$ cat src/rtl/reg_write_arbiter.sv
// reg_write_arbiter: merges ALU and load-unit writebacks onto the single
// register-file write port. Each requester owns a one-entry slot; the older
// slot always issues first so same-address writes commit in arrival order,
// and simultaneous arrivals are broken by a round-robin pointer.
module reg_write_arbiter (
    input  logic       CLK,
    input  logic       RESET,
    input  logic       ALU_VALID,
    input  logic [2:0] ALU_ADDR,
    input  logic [7:0] ALU_DATA,
    output logic       ALU_READY,
    input  logic       MEM_VALID,
    input  logic [2:0] MEM_ADDR,
    input  logic [7:0] MEM_DATA,
    output logic       MEM_READY,
    output logic       RF_WRITE,
    output logic [2:0] RF_INADDRESS,
    output logic [7:0] RF_IN,
    output logic [7:0] BUSY
);

    logic       aluFull_q, aluFull_d;
    logic [2:0] aluAddr_q, aluAddr_d;
    logic [7:0] aluData_q, aluData_d;
    logic       aluYoung_q, aluYoung_d;
    logic       memFull_q, memFull_d;
    logic [2:0] memAddr_q, memAddr_d;
    logic [7:0] memData_q, memData_d;
    logic       memYoung_q, memYoung_d;
    logic       rr_q, rr_d;
    logic       rfWrite_q, rfWrite_d;
    logic [2:0] rfAddr_q, rfAddr_d;
    logic [7:0] rfData_q, rfData_d;

    logic       tie;
    logic       aluGrant;
    logic       memGrant;
    logic       aluAccept;
    logic       memAccept;

    // Pick the winner from pre-edge slot state: age first, round-robin on a tie.
    always_comb begin
        tie       = aluFull_q && memFull_q && !aluYoung_q && !memYoung_q;
        aluGrant  = aluFull_q && (!memFull_q || memYoung_q || (tie && !rr_q));
        memGrant  = memFull_q && (!aluFull_q || aluYoung_q || (tie && rr_q));
        ALU_READY = !RESET && (!aluFull_q || aluGrant);
        MEM_READY = !RESET && (!memFull_q || memGrant);
        aluAccept = ALU_VALID && ALU_READY;
        memAccept = MEM_VALID && MEM_READY;
    end

    // Next state: issue the winner, refill or clear slots, and track relative age.
    always_comb begin
        aluFull_d  = aluFull_q;
        aluAddr_d  = aluAddr_q;
        aluData_d  = aluData_q;
        aluYoung_d = aluYoung_q;
        memFull_d  = memFull_q;
        memAddr_d  = memAddr_q;
        memData_d  = memData_q;
        memYoung_d = memYoung_q;
        rr_d       = rr_q;
        rfWrite_d  = 1'b0;
        rfAddr_d   = rfAddr_q;
        rfData_d   = rfData_q;

        if (aluGrant) begin
            rfWrite_d = 1'b1;
            rfAddr_d  = aluAddr_q;
            rfData_d  = aluData_q;
        end else if (memGrant) begin
            rfWrite_d = 1'b1;
            rfAddr_d  = memAddr_q;
            rfData_d  = memData_q;
        end

        if (tie) begin
            rr_d = aluGrant;
        end

        if (aluAccept) begin
            aluFull_d  = 1'b1;
            aluAddr_d  = ALU_ADDR;
            aluData_d  = ALU_DATA;
            aluYoung_d = memFull_q && !memGrant;
        end else if (aluGrant) begin
            aluFull_d  = 1'b0;
            aluYoung_d = 1'b0;
        end else begin
            aluYoung_d = aluYoung_q && !memGrant;
        end

        if (memAccept) begin
            memFull_d  = 1'b1;
            memAddr_d  = MEM_ADDR;
            memData_d  = MEM_DATA;
            memYoung_d = aluFull_q && !aluGrant;
        end else if (memGrant) begin
            memFull_d  = 1'b0;
            memYoung_d = 1'b0;
        end else begin
            memYoung_d = memYoung_q && !aluGrant;
        end
    end

    // State register; reset discards pending slots and any in-flight write.
    always_ff @(posedge CLK) begin
        if (RESET) begin
            aluFull_q  <= 1'b0;
            aluAddr_q  <= 3'd0;
            aluData_q  <= 8'd0;
            aluYoung_q <= 1'b0;
            memFull_q  <= 1'b0;
            memAddr_q  <= 3'd0;
            memData_q  <= 8'd0;
            memYoung_q <= 1'b0;
            rr_q       <= 1'b0;
            rfWrite_q  <= 1'b0;
            rfAddr_q   <= 3'd0;
            rfData_q   <= 8'd0;
        end else begin
            aluFull_q  <= aluFull_d;
            aluAddr_q  <= aluAddr_d;
            aluData_q  <= aluData_d;
            aluYoung_q <= aluYoung_d;
            memFull_q  <= memFull_d;
            memAddr_q  <= memAddr_d;
            memData_q  <= memData_d;
            memYoung_q <= memYoung_d;
            rr_q       <= rr_d;
            rfWrite_q  <= rfWrite_d;
            rfAddr_q   <= rfAddr_d;
            rfData_q   <= rfData_d;
        end
    end

    // Pending-write mask: both slots plus the write currently on the port.
    always_comb begin
        BUSY = 8'd0;
        if (aluFull_q) begin
            BUSY = BUSY | (8'd1 << aluAddr_q);
        end
        if (memFull_q) begin
            BUSY = BUSY | (8'd1 << memAddr_q);
        end
        if (rfWrite_q) begin
            BUSY = BUSY | (8'd1 << rfAddr_q);
        end
    end

    assign RF_WRITE     = rfWrite_q;
    assign RF_INADDRESS = rfAddr_q;
    assign RF_IN        = rfData_q;

endmodule
$ cat config.mk
export PLATFORM = sky130hd
export DESIGN_NAME = reg_write_arbiter
export DESIGN_NICKNAME = d
export VERILOG_FILES = /design/src/rtl/reg_write_arbiter.sv
export SDC_FILE = /design/constraint.sdc
export NUM_CORES = 1
export LEC_CHECK = 0
export BUFFER_PORTS_ARGS = -buffer_cell sky130_fd_sc_hd__buf_2
export CELL_PAD_IN_SITES_DETAIL_PLACEMENT = 1
export CELL_PAD_IN_SITES_GLOBAL_PLACEMENT = 1
export CORE_UTILIZATION = 38
export DETAILED_ROUTE_END_ITERATION = 8
export MAX_ROUTING_LAYER = met4
export PLACE_DENSITY_LB_ADDON = 0.3
export SLEW_MARGIN = 20
export SYNTH_ARGS = -nofsm -noshare
export SYNTH_HDL_FRONTEND = slang
export SYNTH_SLANG_ARGS = --single-unit
$ cat constraint.sdc
create_clock -name CLK -period 1.45 [get_ports CLK]
set_input_delay 0.2175 -clock CLK [delete_from_list [all_inputs] [get_ports CLK]]
set_output_delay 0.2175 -clock CLK [all_outputs]
set_load 0.005 [all_outputs]
==> metrics.csv <==
metric,value,unit
drive_gt1_frac,0.4007,
drtPass1Iterations,6,
hold_violations,0,
path_clk_slew,80,ps
clock-sinks,39,
antenna_found_initial,0,
cts_htree_levels,2,
start_util,0.4023,
pre_cts_slack,35.61,ps
critical_path.max_stage_delay,520,ps
post_drt_wl_per_cell,16.14,um
syn_inst,201,
fillers,531,
cts_buffer_depth,2,
fin_crit_sh,1.128,
synth_edf_count,0,
hold_class,in2reg,
clk_latency,300,ps
slew_viol_final,0,
track_usage,0.2295,
globalplace.congestion,0.8331,
p_leak,1.077,nW
io_pins,48,
antenna_cells,0,
worstMarginPinSlew,367.1,ps
violations,"DRC, setup timing",
grt_first_pass_wirelength,8528,um
drt_iter0_markers,67,
worst-path-stages,3,
synth_top_area_share,0.4367,
synthTopCellsByArea,"dfxtp_1 44%, mux2i_1 13%, nor2_1 9.4%",
end_kind,output pin,
fmax,0.6113,GHz
p_total,2.360,mW
wirelength,5148,um
grt_pass1_vias,1746,
post-route-drc-count,8,
ir_drop,0.6032,mV
powerDensity,951.1,nW/um^2
hpwl,3648,um
vias,1710,
die_h,70.60,um
fin_ws,-185.8,ps
crit_end,BUSY[1],
fin_worst_skew,9.511,ps
cp_max_fo,3,
synth_cell_types,31,
finalSetupViolCount,19,
yosysSeqAreaShare,0.4367,
portBuffers,47,
r2r_slack,-30,ps
worstSetupPathType,reg2out,
synth_nets,227,
startpoint,RF_INADDRESS[2],
rows,24,
syn_avg_cell_area,8.895,um^2
crit_slowest_cell,or4bb_1,
synthTopCellsByCount,"45 x nor2_1, 39 x dfxtp_1, 23 x mux2i_1, 22 x nand2_1, 10 x a311oi_1",
maxSlewHeadroom,0.7553,
yosysWarningCount,0,
post-route-min-period,1636,ps
dieArea,4984,um^2
gr-total-overflow,0,
final_util,0.5583,
postRouteAntennaNets,0,
rsz0062_at_grt,yes,
synth-seq-cells,39,
die_w,70.60,um
synth_top_area_cell,dfxtp_1,
core_area,4444,um^2
areaGrowthSynthToFinish,38.77,%
worstPathArrival,1420,ps
critical-path-top-delay-family,simple AND/OR/NAND/NOR gates,
cts_tree,yes,
reg2regPathDepth,7,
async_reset_ff_frac,0,
synth.cell_area,1788,um^2
fin_nets,292,
r2r_end,memAddr_q[0],
synthFlopType,dfxtp_1,
grt_max_degree,27,
start_kind,flip-flop,
worstPathRequired,1230,ps
status,"finished, violations left",
cts_made_buffers,5,
yosysMostFrequentCell,nor2_1,
vias_per_cell,5.361,
cap_violations,0,
crit_chain,or4bb_1 -> o311ai_2 -> buf_2,
r2r_start,memFull_q,
critPathBufInv,1,
cts_root_buf,clkbuf_8,
## power by group
part           switching, mW  internal, mW
combinational          0.224         0.228
sequential            0.0547          1.14
clock                  0.375         0.336
total                  0.654          1.71
## worst min path at each step
stage | end | start | slack [ps] | depth (start not counted)
3_5_place_dp | aluData_q[4] | ALU_DATA[4] | 460 | 3
5_1_grt | memData_q[0] | MEM_DATA[0] | 160 | 3
2_1_floorplan | aluFull_q | ALU_VALID | 340 | 2
3_3_place_gp | memData_q[0] | MEM_DATA[0] | 450 | 3
4_1_cts | aluData_q[4] | ALU_DATA[4] | 140 | 3
6_report | memData_q[0] | MEM_DATA[0] | 150 | 3
## per-layer routing
metal  wire (um)  track usage  vias to the layer above
li1            -            -                      839
met1        2252       0.2735                      828
met2        2643       0.3851                       36
met3         184      0.05413                        7
met4          68      0.07333                        0
met5           0            -                        -
## placed cells by master (no fill, tap or decap), types with 3 or more instances in the layout
master,count
dfxtp_1,28
nor2_1,43
mux2i_1,22
buf_12,4
a311oi_1,9
or4bb_1,4
nand3_1,3
buf_2,47
buf_6,6
o311ai_2,3
nand2_1,22
nand4b_1,6
clkbuf_8,5
dfxtp_2,9
buf_4,17
## registers in the layout, summed over array words and instances (netlist names)
register,cells
aluYoung_q,1
memYoung_q,1
RF_WRITE,1
memAddr_q,3
aluAddr_q,3
aluFull_q,1
aluData_q,8
memFull_q,1
RF_IN,8
rr_q,1
memData_q,8
RF_INADDRESS,3
## logic make-up (layout without fill, tap and decap cells)
kind of cell / Yosys count / count (layout) / share of synthesized area
AOI/OAI and AO/OA: 25 / 25 / 0.1225
xor gates and xnor gates: 1 / 1 / 0.004899
buffers and inverters: 18 / 84 / 0.05109
DFF: 39 / 39 / 0.4367
muxes: 23 / 23 / 0.1288
and+or+nand+nor: 95 / 95 / 0.2561
## stage by stage
step / setup TNS [ps] / cell area (um^2) / hold WS, ps / instances
final: -842.0 / 2481 / 149.1 / 319
after global routing: -2870 / 2481 / 161.2 / 319
after global placement: 0 / 2212 / 447.5 / 305
after CTS: -744.9 / 2407 / 138.2 / 318
after floorplan: 0 / 1788 / 338.2 / 201
after detailed placement: 0 / 2212 / 458.2 / 305
## layout make-up
class                           instances  area (um^2)  share of cell area
Clock inverter                          2        12.51            0.005043
Tap cell                               52        65.06             0.02622
Clock buffer                            6        72.57             0.02925
Multi-Input combinational cell        144         1013              0.4085
Sequential cell                        39        799.5              0.3222
Timing Repair Buffer                   74        510.5              0.2057
Inverter                                2        7.507            0.003026
## worst register-to-register path, delay by kind of cell, from the launching register on
family                 cells  cell delay [ps]
buffers and inverters      3              410
multiplexers               1              210
AND/OR/NAND/NOR            2              140
AO/OA/AOI/OAI              1              260
flip-flops                 1              350
## what timing repair did
action | in CTS | in global routing
setup endpoints to repair | 10 | 30
gates resized for setup | 27 | 15
hold buffers | 0 | 0
buffers inserted | 5 | 1
pin swaps | 6 | 8
Note: power is estimated with default switching activity, not from simulation.
